--- src/rtl/game_ctrl.sv ---
// rtl/game_ctrl.sv - paddle game sequencer: play FSM, ball gating, score and lives
//
// Ports:
//   clck        in   system clock, rising edge
//   reset       in   synchronous, active-high
//   frame_tick  in   one-cycle pulse per frame (start of vertical blank)
//   start_btn   in   debounced, synchronised start/pause level
//   ball_y      in   ball top-edge y
//   ball_hit    in   one-cycle pulse on paddle bounce
//   ball_reset  out  holds the ball block at its serve position
//   ball_update out  one-cycle pulse advancing the ball one step
//   paddle_en   out  paddle may move
//   score       out  saturating paddle-hit count for this game
//   lives       out  remaining lives
//   state       out  IDLE=0 SERVE=1 PLAY=2 PAUSE=3 OVER=4
//   game_over   out  high in OVER
//
// Build option: define GAME_PAUSE_EN to enable the PAUSE state (start_rise
// toggles PLAY <-> PAUSE). Without it, state 3 is treated as illegal.

module game_ctrl #(
  parameter int LIVES        = 3,
  parameter int SERVE_FRAMES = 60,
  parameter int MISS_Y       = 460,
  parameter int SCORE_W      = 8
) (
  input  logic               clck,
  input  logic               reset,
  input  logic               frame_tick,
  input  logic               start_btn,
  input  logic [9:0]         ball_y,
  input  logic               ball_hit,
  output logic               ball_reset,
  output logic               ball_update,
  output logic               paddle_en,
  output logic [SCORE_W-1:0] score,
  output logic [3:0]         lives,
  output logic [2:0]         state,
  output logic               game_over
);

`ifdef GAME_PAUSE_EN
  localparam bit PAUSE_EN = 1'b1;
`else
  localparam bit PAUSE_EN = 1'b0;
`endif

  localparam int CNT_W = (SERVE_FRAMES < 2) ? 1 : $clog2(SERVE_FRAMES + 1);

  localparam logic [CNT_W-1:0] SERVE_END  = CNT_W'(SERVE_FRAMES);
  localparam logic [9:0]       MISS_LINE  = 10'(MISS_Y);
  localparam logic [3:0]       LIVES_INIT = 4'(LIVES);

  typedef enum logic [2:0] {
    S_IDLE  = 3'd0,
    S_SERVE = 3'd1,
    S_PLAY  = 3'd2,
    S_PAUSE = 3'd3,
    S_OVER  = 3'd4
  } state_t;

  state_t           st;
  logic             start_q;
  logic [CNT_W-1:0] serve_cnt;
  logic             start_rise;
  logic             miss;

  assign start_rise = start_btn & ~start_q;
  assign miss       = (ball_y >= MISS_LINE);
  assign state      = st;

  always_ff @(posedge clck) begin
    if (reset) begin
      st          <= S_IDLE;
      start_q     <= 1'b0;
      serve_cnt   <= '0;
      ball_reset  <= 1'b1;
      ball_update <= 1'b0;
      paddle_en   <= 1'b0;
      score       <= '0;
      lives       <= LIVES_INIT;
      game_over   <= 1'b0;
    end else begin
      start_q     <= start_btn;
      ball_update <= 1'b0;

      case (st)
        S_IDLE, S_OVER: begin
          if (start_rise) begin
            st         <= S_SERVE;
            score      <= '0;
            lives      <= LIVES_INIT;
            serve_cnt  <= '0;
            ball_reset <= 1'b1;
            paddle_en  <= 1'b1;
            game_over  <= 1'b0;
          end
        end

        S_SERVE: begin
          if (frame_tick) begin
            serve_cnt <= serve_cnt + CNT_W'(1);
            // The serve-ending tick only releases the ball; the first
            // ball_update waits for the following frame.
            if (serve_cnt + CNT_W'(1) == SERVE_END) begin
              st         <= S_PLAY;
              ball_reset <= 1'b0;
            end
          end
        end

        S_PLAY: begin
          // Hits count even on the cycle a miss is being processed.
          if (ball_hit && (score != '1)) begin
            score <= score + SCORE_W'(1);
          end

          if (PAUSE_EN && start_rise) begin
            st        <= S_PAUSE;
            paddle_en <= 1'b0;
          end else if (frame_tick) begin
            if (miss) begin
              if (lives != 4'd0) begin
                lives <= lives - 4'd1;
              end
              ball_reset <= 1'b1;
              // Losing the last life ends the game; 0 is treated like 1.
              if (lives <= 4'd1) begin
                st        <= S_OVER;
                paddle_en <= 1'b0;
                game_over <= 1'b1;
              end else begin
                st        <= S_SERVE;
                serve_cnt <= '0;
              end
            end else begin
              ball_update <= 1'b1;
            end
          end
        end

        S_PAUSE: begin
          if (PAUSE_EN) begin
            if (start_rise) begin
              st        <= S_PLAY;
              paddle_en <= 1'b1;
            end
          end else begin
            st         <= S_IDLE;
            ball_reset <= 1'b1;
            paddle_en  <= 1'b0;
            game_over  <= 1'b0;
          end
        end

        default: begin
          st         <= S_IDLE;
          ball_reset <= 1'b1;
          paddle_en  <= 1'b0;
          game_over  <= 1'b0;
        end
      endcase
    end
  end

endmodule

--- config.mk ---
export PLATFORM = sky130hd
export DESIGN_NAME = game_ctrl
export DESIGN_NICKNAME = d
export VERILOG_FILES = /design/src/rtl/game_ctrl.sv
export SDC_FILE = /design/constraint.sdc
export NUM_CORES = 1
export LEC_CHECK = 0
export BUFFER_PORTS_ARGS = -buffer_cell sky130_fd_sc_hd__clkbuf_2
export CAP_MARGIN = 20
export CORE_UTILIZATION = 35
export CTS_BUF_LIST = sky130_fd_sc_hd__clkbuf_4 sky130_fd_sc_hd__clkbuf_8
export DETAILED_ROUTE_END_ITERATION = 10
export GPL_TIMING_DRIVEN = 0
export HOLD_SLACK_MARGIN = 0.02
export PLACE_DENSITY_LB_ADDON = 0.08
export SLEW_MARGIN = 15
export SYNTH_ARGS = -nofsm -noshare
export SYNTH_HDL_FRONTEND = slang
export SYNTH_SLANG_ARGS = --single-unit
export TNS_END_PERCENT = 1
--- constraint.sdc ---
create_clock -name clck -period 1.8 [get_ports clck]
set_clock_uncertainty 0.2 [all_clocks]
set_input_delay 0.09 -clock clck [delete_from_list [all_inputs] [get_ports clck]]
set_output_delay 0.09 -clock clck [all_outputs]
set_load 0.005 [all_outputs]
Word-level counts from Yosys, hierarchy flattened
Cells that the tools add are included.
- register bits after elaboration: 26
- input bits: 15
- output and inout port bits: 19
- $add $sub $neg: 3
- order comparisons: 2
- equality and inequality tests: 14
- mux-type cells: 37
- bitwise operators: 5
- reductions and logical operators: 12
- operators with widths (cell ; number):
    2-to-1 mux 6 bit ; 5
    2-to-1 mux 3 bit ; 6
    inequality test 2 bit (second input constant) ; 9
    one-hot mux 6 bit (3 select lines) ; 1
    2-to-1 mux 4 bit ; 4
    2-to-1 mux 8 bit ; 2
    one-hot mux 8 bit (2 select lines) ; 1
    AND reduction 5 bit ; 3
    2-to-1 mux 1 bit ; 13
    greater-or-equal comparator 10 x 9 -> 1 bit (second input constant) ; 1
    one-hot mux 1 bit (3 select lines) ; 3
    one-hot mux 3 bit (3 select lines) ; 1
    adder 8 x 1 -> 8 bit (second input constant) ; 1
    inequality test 8 bit (second input constant) ; 1
    one-hot mux 4 bit (2 select lines) ; 1
    adder 6 x 1 -> 6 bit (second input constant) ; 1
    equality test 6 bit (second input constant) ; 1
    AND reduction 6 bit ; 1
    <= comparator 4 x 1 -> 1 bit (second input constant) ; 1
    inverter 1 bit ; 4
    nonzero test 4 bit ; 1
    subtractor 4 x 1 -> 4 bit (second input constant) ; 1
    equality test 3 x 1 -> 1 bit (second input constant) ; 1
    equality test 3 x 2 -> 1 bit (second input constant) ; 1
    other kinds (9) ; 9

Logic depth before layout (Yosys ltp)
Gate-level depths: netlist of run 1.
- depth in word-level cells: 5
- gate-level depth with buffers: 6
- gate-level depth less buffers: 6

Least setup slack after synthesis of run 1
Ideal clock, no wire load.
- kind: reg-to-reg
- start point: register lives[0]
- end point: register serve_cnt[1]
- data arrival time: 1.517 ns
- data required time: 1.474 ns
- path slack: -0.043 ns
- stages on the path, launching flop included: 7
- cells stage by stage: dfxtp_1 > inv_1 > ha_1 > o21ai_0 > a22o_1 > nor2b_2 > o21ai_0
- cells in the longest elaborated chain, start to end: 3
- RTL lines (what ; RTL line ; source):
    start, declared ; 37 ; output logic [3:0] lives,
    start signal, assigned ; 124 ; lives <= lives - 4'd1;
    <= comparator 4 x 1 -> 1 bit ; 128 ; if (lives <= 4'd1) begin
    inequality test 2 bit (no line) ; - ;
    AND reduction 6 bit (no line) ; - ;
    end signal, assigned ; 102 ; serve_cnt <= serve_cnt + CNT_W'(1);
    end, declared ; 64 ; logic [CNT_W-1:0] serve_cnt;
Every way passes these cells.
A chain may end at the register's enable or synchronous reset.

Final worst setup path of run 1
- start point: register st[0], in the netlist state[0]
- end point: register serve_cnt[4]
- cells in the longest elaborated chain, start to end: 4
- RTL lines (what ; RTL line ; source):
    start, declared ; 62 ; state_t st;
    start signal, assigned ; 74 ; st <= S_IDLE;
    start signal, assigned ; 90 ; st <= S_SERVE;
    start signal, assigned ; 106 ; st <= S_PLAY;
    equality test 3 bit / zero test 3 bit (equally long branches) ; 87 ; case (st)
    OR reduction 2 bit ; 87 ;
    inequality test 2 bit (no line) / nonzero test 3 bit (equally long branches) ; - ;
    AND reduction 6 bit (no line) ; - ;
Several ways; a longest one is shown, not always the timed one.

==> flow_summary.toml, run 1 <==
[run_status]
run_status = "finished with violations"
violations = "setup timing"

[power]
peakVddDrop_mv = 0.282
swShare_pct = 23.6
p_switching_w = 0.000257
intPower_w = 0.000832
p_per_area_nw_per_um2 = 618
pwr-share-seq_pct = 53.9
power_frac_clock_pct = 34.6
leakage_nw = 0.718
p_comb_share_pct = 11.5

[timing]
setup_viol = 7
rsz0062_at_grt = "true"
slew_headroom_pct = 63.6
drv_slew = 0
final.setup.worst_slack_ps = -29.3
worst_pin_slew_ps = 541
period_share_pct = 102
max_freq_mhz = 547
timing.final.crit_period_ps = 1830
hold_viol = 0

[synthesis]
yosys_warnings = 0
synth_top_area_share_pct = 38.3
synthAdderAreaFrac_pct = 4.60
seq_area_frac_synth_pct = 38.3
synth_nets = 178
synthCells = 158
synth_top_family_by_area = "simple AND/OR/NAND/NOR gates"
synthMuxAreaShare_pct = 1.47
ys_ff_latch = 26
synth_compound_area_share_pct = 17.7
synth.avg_cell_area_sq_um = 8.60
async_reset_ff_share_pct = 0
syn_area_sq_um = 1360
yosysTopAreaCell = "dfxtp_1"
ys_types = 42
synthFlopType = "dfxtp_1"
yosys.area_share.simple_pct = 27.7
synth_edf_count = 0
synthTopCellsByArea = "dfxtp_1, xor2_1, nor2_1"
synth-xor-area-share_pct = 7.09

[run]
maxCapViolations = 0

[worst_setup_path]
crit_chain = "buf_6 -> or3b_4 -> o211ai_4 -> nor2b_4 -> o32ai_2"
cp.arrival_ps = 1820
critPathKind = "reg2reg"
r2r.worst_path.cells = 5
crit-reg2reg-capture = "serve_cnt[4]"
critPathCaptureType = "flop"
cp_slowest_stage_delay_ps = 430
r2r_start = "state[0]"
r2r_slack_ps = -30
worstPathRequired_ps = 1790
path_max_fanout = 8
cpMaxStageDelayCell = "or3b_4"
critPathLaunchType = "flop"

[finish]
final_cells = 246
post-route-cell-area_sq_um = 1760
syn_to_final_growth_pct = 29.7
layout-drive-gt1-share_pct = 32.8
diodes = 0
final_nets = 219
final_core_util_pct = 47.8

[hold_path]
hp-start = "ball_y[9]"
hold-path-endpoint = "ball_update"
hp-class = "in2reg"
min_delay_path_depth = 4

[floorplanning]
boundaryPins = 34
core-area_sq_um = 3690
die_area_sq_um = 4140
die_w_um = 64.3
std_cell_rows = 22
start_util_pct = 36.8
die_h_um = 64.3

[grt]
grt_pass1_wl_um = 4850
grt.overflow.total = 0
antenna_found_initial = 0
gr-usage-all-layers_pct = 15.0
grt_pass1_vias = 1122
grt_max_degree = 15

[drt]
wl_um = 2970
vias_per_cell = 5.02
ant_nets = 0
drt-pass1-iter-count = 4
drt_iter0_markers = 31
via_count = 1234
wire_per_inst_um = 12.1
post-route-drc-count = 0

[placed_design]
placed_cells = 237
place_congestion = 0.805
port_buffers = 31
placed_area_sq_um = 1570
place_hpwl_um = 2190

[cts]
htree_levels = 1
cts_max_path_buffers = 2
clock_insertion_delay_worst_skew_ps = 270
root_buffer = "clkbuf_8"
numCtsBuffers = 3
cts_tree = "built"
cts_sinks = 26
clkTransAtPathRegs_ps = 90
## synthesized netlist by cell type (all sizes together) (3+ instances only)
master and instances:
dfxtp 26, nor2 21, a21oi 9, xor2 9, inv 8, nand2 8
nand2b 8, nand3 8, o21ai 7, ha 5, nor2b 4, nor3 4
a211oi 3, and2 3, nand4 3, o211ai 3, o32ai 3, or3 3
## worst max-delay path, delay by kind of cell, from the launching register on
kind            cells  cell delay, ps
buf+inv             1             130
compound gates      2             540
flops               1             330
simple gates        2             540
## repair_timing
item                                    in CTS  in global routing
hold endpoints to repair                     7                  0
gates resized for setup                      9                 15
endpoints found under the setup margin      23                 23
pin swaps                                    1                  6
buffers inserted                             0                  2
hold buffers                                 3                  0
## metrics by stage
stage | total power, W | hold WS, ps | setup slack [ps] | setup TNS (ps)
after global placement | 0.000704 | 128 | -216 | -2180
after detailed placement | 0.000706 | 134 | -242 | -2900
after floorplan | 0.000666 | -6.42 | 24.8 | 0
after CTS | 0.00110 | 35.5 | -78.5 | -204
after global routing | 0.00114 | 123 | -110 | -1060
final | 0.00109 | 84.5 | -29.3 | -162
## sequential cells by signal, indices dropped and copies added, names as in the netlist, 3 cells and up
name,flops
score,8
serve_cnt,6
lives,4
state,3
## worst max-delay path by stage
stage | start | endpoint | slack (ps)
6_report | state[0] | serve_cnt[4] | -30
5_1_grt | state[0] | lives[1] | -110
4_1_cts | state[0] | ball_reset | -80
3_5_place_dp | lives[0] | serve_cnt[3] | -240
3_3_place_gp | lives[0] | serve_cnt[1] | -220
2_1_floorplan | state[0] | ball_reset | 20
## final cells by class
class | count | area [sq um]
Inverter | 8 | 30.0
Clock buffer | 4 | 55.1
Multi-Input combinational cell | 121 | 867
Sequential cell | 26 | 529
Fill cell | 384 | 1930
Tap cell | 48 | 60.1
Buffer | 3 | 20.0
Timing Repair Buffer | 36 | 200
## cells in the final DEF (no fill, tap or decap), drive strengths merged
| master | count |
|---|---|
| or3 | 3 |
| o32ai | 3 |
| nand4b | 1 |
| dfxtp | 26 |
| or2 | 2 |
| buf | 3 |
| o21a | 1 |
| and3 | 1 |
| and2 | 3 |
| nor2 | 21 |
| nor3b | 2 |
| nand2b | 8 |
| dlygate4sd3 | 3 |
| clkbuf | 37 |
| o21bai | 1 |
| inv | 8 |
| a22o | 1 |
| nand3 | 8 |
| mux2i | 2 |
| xor2 | 9 |
| ha | 5 |
| or3b | 2 |
| and4 | 1 |
| o22ai | 1 |
| nand4 | 3 |
| nor2b | 4 |
| xnor2 | 2 |
| a211o | 1 |
| o211ai | 3 |
| nor3 | 4 |
| a31oi | 2 |
| a21oi | 9 |
| o21ai | 7 |
| nand2 | 8 |
| a211oi | 3 |
## layer usage
layer  vias up  share of wire [%]  track usage [%]  wire [um]
li1        628                  -                -          -
met1       577                 47             19.2       1400
met2        25                 49             25.4       1450
met3         4                2.9             2.14         86
met4         0               0.91             5.56         27
met5         -                  0                0          0
## power groups by stage
stage	Combinational [W]	Sequential (W)	Clock, W
floorplan	0.0000648	0.000601	0
global placement	0.000103	0.000601	0
detailed placement	0.000105	0.000601	0
CTS	0.000114	0.000588	0.000398
global route	0.000138	0.000588	0.000419
finish	0.000125	0.000587	0.000377
## cells by family (layout without fill, tap and decap cells)
| logic type | count (synthesis) | count (layout) |
|---|---|---|
| flip-flops | 26 | 26 |
| AO/OA/AOI/OAI | 32 | 32 |
| multiplexers | 2 | 2 |
| adder cells (fa/ha/maj) | 5 | 5 |
| AND/OR/NAND/NOR | 71 | 71 |
| buffers and inverters | 11 | 51 |
| XOR/XNOR | 11 | 11 |
Power figures use the tool's default switching activity.
==> inputs of run 2 (changes only) <==
--- a/config.mk
+++ b/config.mk
@@ -5,14 +5,15 @@
 export SDC_FILE = /design/constraint.sdc
 export NUM_CORES = 1
 export LEC_CHECK = 0
+export ABC_AREA = 1
 export BUFFER_PORTS_ARGS = -buffer_cell sky130_fd_sc_hd__clkbuf_2
-export CAP_MARGIN = 20
 export CORE_UTILIZATION = 35
 export CTS_BUF_LIST = sky130_fd_sc_hd__clkbuf_4 sky130_fd_sc_hd__clkbuf_8
 export DETAILED_ROUTE_END_ITERATION = 10
 export GPL_TIMING_DRIVEN = 0
 export HOLD_SLACK_MARGIN = 0.02
 export PLACE_DENSITY_LB_ADDON = 0.08
+export SKIP_LAST_GASP = 1
 export SLEW_MARGIN = 15
 export SYNTH_ARGS = -nofsm -noshare
 export SYNTH_HDL_FRONTEND = slang
==> flow_summary.toml, run 2 <==
[run_status]
run_status = "completed"

[power]
pwr-share-seq_pct = 31.7
p_comb_share_pct = 54.8
swShare_pct = 46.3
power_frac_clock_pct = 13.5
p_switching_w = 0.00132
intPower_w = 0.00153
p_per_area_nw_per_um2 = 1490
leakage_nw = 0.851
peakVddDrop_mv = 0.576

[grt]
gr-usage-all-layers_pct = 15.5
grt.overflow.total = 0
grt_max_degree = 15
antenna_found_initial = 0
grt_pass1_wl_um = 5440
grt_pass1_vias = 1237

[finish]
post-route-cell-area_sq_um = 1910
fillers = 428
largest_reg_flops = 8
layout_commonest_cell = "nand2_1"
reg_top3 = "score x8, serve_cnt x6, lives x4"
final_nets = 282
top_register = "score"
final_cells = 311
mostFrequentLayoutCells = "nand2_1, clkbuf_2, nor2_1"
syn_to_final_growth_pct = 26.0
diodes = 0
layout-drive-gt1-share_pct = 31.0
final_core_util_pct = 46.8

[timing]
timing.final.crit_period_ps = 1690
drv_slew = 0
rsz0062_at_grt = "true"
worst_pin_slew_ps = 452
max_freq_mhz = 593
period_share_pct = 93.7
hold_viol = 0
slew_headroom_pct = 69.8
finalSetupTns_ps = 0
holdWs_ps = 46.3
setup_viol = 0

[synthesis]
synth_most_common_cell = "nand2_1"
synth_edf_count = 0
synthCells = 219
ys_ff_latch = 26
synthTopCellsByArea = "dfxtp_1, nand2_1, nand3_1"
synth_top_area_share_pct = 34.3
ys_top_cells_by_count = "nand2_1, dfxtp_1, nor2_1, inv_1, nand3_1"
synth.avg_cell_area_sq_um = 6.94
synthFlopType = "dfxtp_1"
yosys_warnings = 0
ys_types = 27
yosysTopAreaCell = "dfxtp_1"
seq_area_frac_synth_pct = 34.3
synth_nets = 239
syn_area_sq_um = 1520
async_reset_ff_share_pct = 0

[floorplanning]
boundaryPins = 34
core-area_sq_um = 4090
start_util_pct = 37.2
die_w_um = 67.9
die_h_um = 67.9
die_area_sq_um = 4610
std_cell_rows = 23

[drt]
wl_um = 3290
wire_per_inst_um = 10.6
ant_nets = 0
via_count = 1438
drt_iter0_markers = 60
vias_per_cell = 4.62
drt-pass1-iter-count = 4
post-route-drc-count = 0

[worst_setup_path]
critPathKind = "reg2reg"
cp.arrival_ps = 1660
r2r.worst_path.cells = 7
path_max_fanout = 6
r2r_start = "state[1]"
critPathCaptureType = "flop"
critPathLaunchType = "flop"
crit-reg2reg-capture = "state[0]"
worstPathRequired_ps = 1770
r2r_slack_ps = 110

[cts]
cts_max_path_buffers = 2
root_buffer = "clkbuf_8"
cts_sinks = 26
htree_levels = 1
clkTransAtPathRegs_ps = 90
numCtsBuffers = 3
cts_tree = "built"
clock_insertion_delay_worst_skew_ps = 270

[run]
maxCapViolations = 0

[hold_path]
hp-class = "in2reg"
hold-path-endpoint = "score[0]"
hp-start = "ball_hit"
min_delay_path_depth = 5

[placed_design]
placed_area_sq_um = 1730
place_hpwl_um = 2420
place_congestion = 0.782
port_buffers = 30
placed_cells = 299
## run 2: changes by cell type after synthesis, sizes merged, moves of 4 or more
cell    change
nand2      +51
nand3      +14
nor2b       -4
nand2b      -8
nor2       +17
a21oi       +6
inv        +18
xor2        -6
## run 2: cells by family after synthesis
group | share of synthesized area (%)
buffers and inverters | 6.92
and+or+nand+nor | 41.4
xor gates and xnor gates | 2.31
DFF | 34.3
AOI/OAI and AO/OA | 11.0
adders and majority gates | 4.12
## run 2: layout make-up
class,instances,area (sq um),share of cell area [%]
inverter,27,101,5.29
sequential,26,529,27.6
clock buffer,4,55.1,2.88
timing repair buffer,37,219,11.4
multi-input combinational,166,943,49.3
buffer,1,3.75,0.196
tap,50,62.6,3.27
## run 2: worst max-delay path, cell delays in order, from the launching register on
cell     delay (ps)
dfxtp_1         460
nand3_2         220
a21oi_2         370
nor2_4          100
nand2_4          90
nand2_1          50
nand2_1          50
nor2_1           40
## run 2: metal layers
layer / routed length [um] / part of all wire, % / GRT usage (%)
met1: 1670 / 51 / 21.8
met2: 1470 / 45 / 24.3
met3: 124 / 3.8 / 2.67
met4: 27 / 0.82 / 3.91
met5: 0 / 0 / 0
## run 2: power by group through the flow
stage | Combinational, W | Clock [W] | Sequential [W]
after floorplan | 0.00110 | 0 | 0.000880
after global placement | 0.00144 | 0 | 0.000900
after detailed placement | 0.00144 | 0 | 0.000897
after CTS | 0.00148 | 0.000407 | 0.000888
after global routing | 0.00180 | 0.000422 | 0.000921
final | 0.00156 | 0.000384 | 0.000903
## run 2: how the worst max path moves through the flow
stage / startpoint / to / slack (ps)
final: state[1] / state[0] / 110
after global routing: state[1] / score[4] / -10
after CTS: score[0] / score[4] / 10
after detailed placement: lives[0] / serve_cnt[2] / -270
after global placement: lives[0] / serve_cnt[2] / -310
after floorplan: lives[0] / serve_cnt[3] / 20
## run 2: metrics by stage
stage	total power [W]	setup slack, ps
floorplan	0.00198	19.1
global placement	0.00234	-305
detailed placement	0.00234	-268
CTS	0.00278	14.3
global route	0.00314	-13.9
finish	0.00284	114
## run 2: what timing repair did
action	in CTS	in global routing
buffers inserted	1	1
pin swaps	2	4
gates resized for setup	3	14
hold endpoints to repair	6	0
setup endpoints to repair	6	17
hold buffers	5	0
cloned	0	1
==> inputs of run 3 (changes only) <==
--- a/config.mk
+++ b/config.mk
@@ -8,9 +8,8 @@
 export ABC_AREA = 1
 export BUFFER_PORTS_ARGS = -buffer_cell sky130_fd_sc_hd__clkbuf_2
 export CORE_UTILIZATION = 35
-export CTS_BUF_LIST = sky130_fd_sc_hd__clkbuf_4 sky130_fd_sc_hd__clkbuf_8
+export CTS_BUF_LIST = sky130_fd_sc_hd__clkbuf_8
 export DETAILED_ROUTE_END_ITERATION = 10
-export GPL_TIMING_DRIVEN = 0
 export HOLD_SLACK_MARGIN = 0.02
 export PLACE_DENSITY_LB_ADDON = 0.08
 export SKIP_LAST_GASP = 1
==> flow_summary.toml, run 3 (synthesized netlist as in run 2, its figures left out) <==
[run_status]
run_status = "completed"

[power]
intPower_w = 0.00166
p_switching_w = 0.00130
pwr-share-seq_pct = 29.5
swShare_pct = 43.8
power_frac_clock_pct = 16.8
p_per_area_nw_per_um2 = 1520
p_comb_share_pct = 53.7
p_total_w = 0.00296
leakage_nw = 0.896
peakVddDrop_mv = 0.646

[grt]
gr-usage-all-layers_pct = 15.9
grt_pass1_wl_um = 5580
grt_max_degree = 16
grt.overflow.total = 0
antenna_found_initial = 0
grt_pass1_vias = 1313

[finish]
layout_commonest_cell = "nand2_1"
seqCellArea_sq_um = 524
top_register = "score"
fillers = 425
diodes = 0
multi_input_area_sq_um = 898
mostFrequentLayoutCells = "nand2_1, clkbuf_2, dfxtp_1"
final_cells = 320
reg_top3 = "score x8, serve_cnt x6, lives x4"
largest_reg_flops = 8
layout-drive-gt1-share_pct = 32.2
final_nets = 291
syn_to_final_growth_pct = 28.6
post-route-cell-area_sq_um = 1950

[cts]
cts_max_path_buffers = 2
cts_sinks = 26
cts_tree = "built"
root_buffer = "clkbuf_8"
htree_levels = 1
clock_insertion_delay_worst_skew_ps = 280
numCtsBuffers = 3
clkTransAtPathRegs_ps = 100

[floorplanning]
die_area_sq_um = 4610
start_util_pct = 37.2
std_cell_rows = 23
core-area_sq_um = 4090
die_w_um = 67.9
boundaryPins = 34
die_h_um = 67.9

[timing]
drv_slew = 0
holdWs_ps = 56.9
final.setup.worst_slack_ps = 105
slew_headroom_pct = 80.8
max_freq_mhz = 590
period_share_pct = 94.2
worst_pin_slew_ps = 286
rsz0062_at_grt = "true"
setup_viol = 0
timing.final.crit_period_ps = 1690
hold_viol = 0

[worst_setup_path]
critPathKind = "reg2reg"
worstPathRequired_ps = 1810
critPathCaptureType = "flop"
crit_chain = "inv_1 -> ha_1 -> o21ai_1 -> buf_4 -> nor2_2 -> nor2_4 -> nand2_2 -> nor2_4 -> nor2_1 -> nor2_2"
startpoint = "lives[0]"
r2r.worst_path.cells = 10
cpLargestDelayFamily = "simple AND/OR/NAND/NOR gates"
path_buf_inv = 2
r2r_start = "lives[0]"
path_max_fanout = 6
cp_num_cells = 10
cpMaxStageDelayCell = "dfxtp_2"
critPathLaunchType = "flop"
cp.arrival_ps = 1710
cp_slowest_stage_delay_ps = 360

[drt]
post-route-drc-count = 0
wl_um = 3300
ant_nets = 0
via_count = 1449
vias_per_cell = 4.53
drt-pass1-iter-count = 4
drt_iter0_markers = 37
wire_per_inst_um = 10.3

[placed_design]
place_hpwl_um = 2530
placed_cells = 311
placed_area_sq_um = 1820
port_buffers = 31
place_congestion = 0.779
dpl_worst_slack_ps = 23.5

[hold_path]
hp-start = "ball_hit"
hp-class = "in2reg"
min_delay_path_depth = 5

[run]
maxCapViolations = 0
==> run 3: power groups by stage <==
stage	Clock (W)	Combinational, W	Sequential [W]
final	0.000497	0.00159	0.000874
after floorplan	0	0.00110	0.000880
after detailed placement	0	0.00158	0.000883
after global placement	0	0.00158	0.000881
after CTS	0.000518	0.00161	0.000871
after global routing	0.000539	0.00182	0.000896
==> run 3: metal layers <==
metal | vias up | track usage [%] | routed length [um]
met4 | 0 | 5.47 | 25
met3 | 2 | 2.00 | 84
met1 | 629 | 21.0 | 1680
met5 | - | 0 | 0
li1 | 797 | - | -
met2 | 21 | 26.6 | 1510
==> run 3: worst min-delay path, cell delays in order <==
cell,delay [ps]
clkbuf_2,90
nand2_1,60
nand2_1,50
nand2_2,120
a21oi_1,80
==> run 3: worst paths after layout <==
check / endpoint / slack (ps)
hold reg to reg: ball_reset / 270
setup / recovery: serve_cnt[4] / 110
setup reg to reg: serve_cnt[4] / 110
hold / removal: score[0] / 60
==> run 3: timing repair <==
| action | CTS | global route |
|---|---|---|
| hold endpoints to repair | 6 | 0 |
| resized for setup | 2 | 4 |
| hold buffers | 5 | 0 |
| endpoints found under the setup margin | 6 | 10 |
| cloned | 0 | 0 |
| buffers inserted | 0 | 0 |
| pin swaps | 1 | 3 |
==> run 3: area by class of cell <==
type,instances,area share (%)
clock buffers,3,2.11
clock inverters,1,1.54
inverters,27,5.19
multi-input cells,165,46.0
flip-flops and latches,26,26.8
well taps,50,3.20
repair buffers,48,15.1
==> run 3: per-stage QoR <==
| step | TNS (ps) | utilization, % |
|---|---|---|
| 6_report | 0 | 47.8 |
| 5_1_grt | -19.5 | 47.8 |
| 4_1_cts | 0 | 47.6 |
| 3_5_place_dp | 0 | 44.6 |
| 3_3_place_gp | 0 | 44.6 |
| 2_1_floorplan | 0 | - |
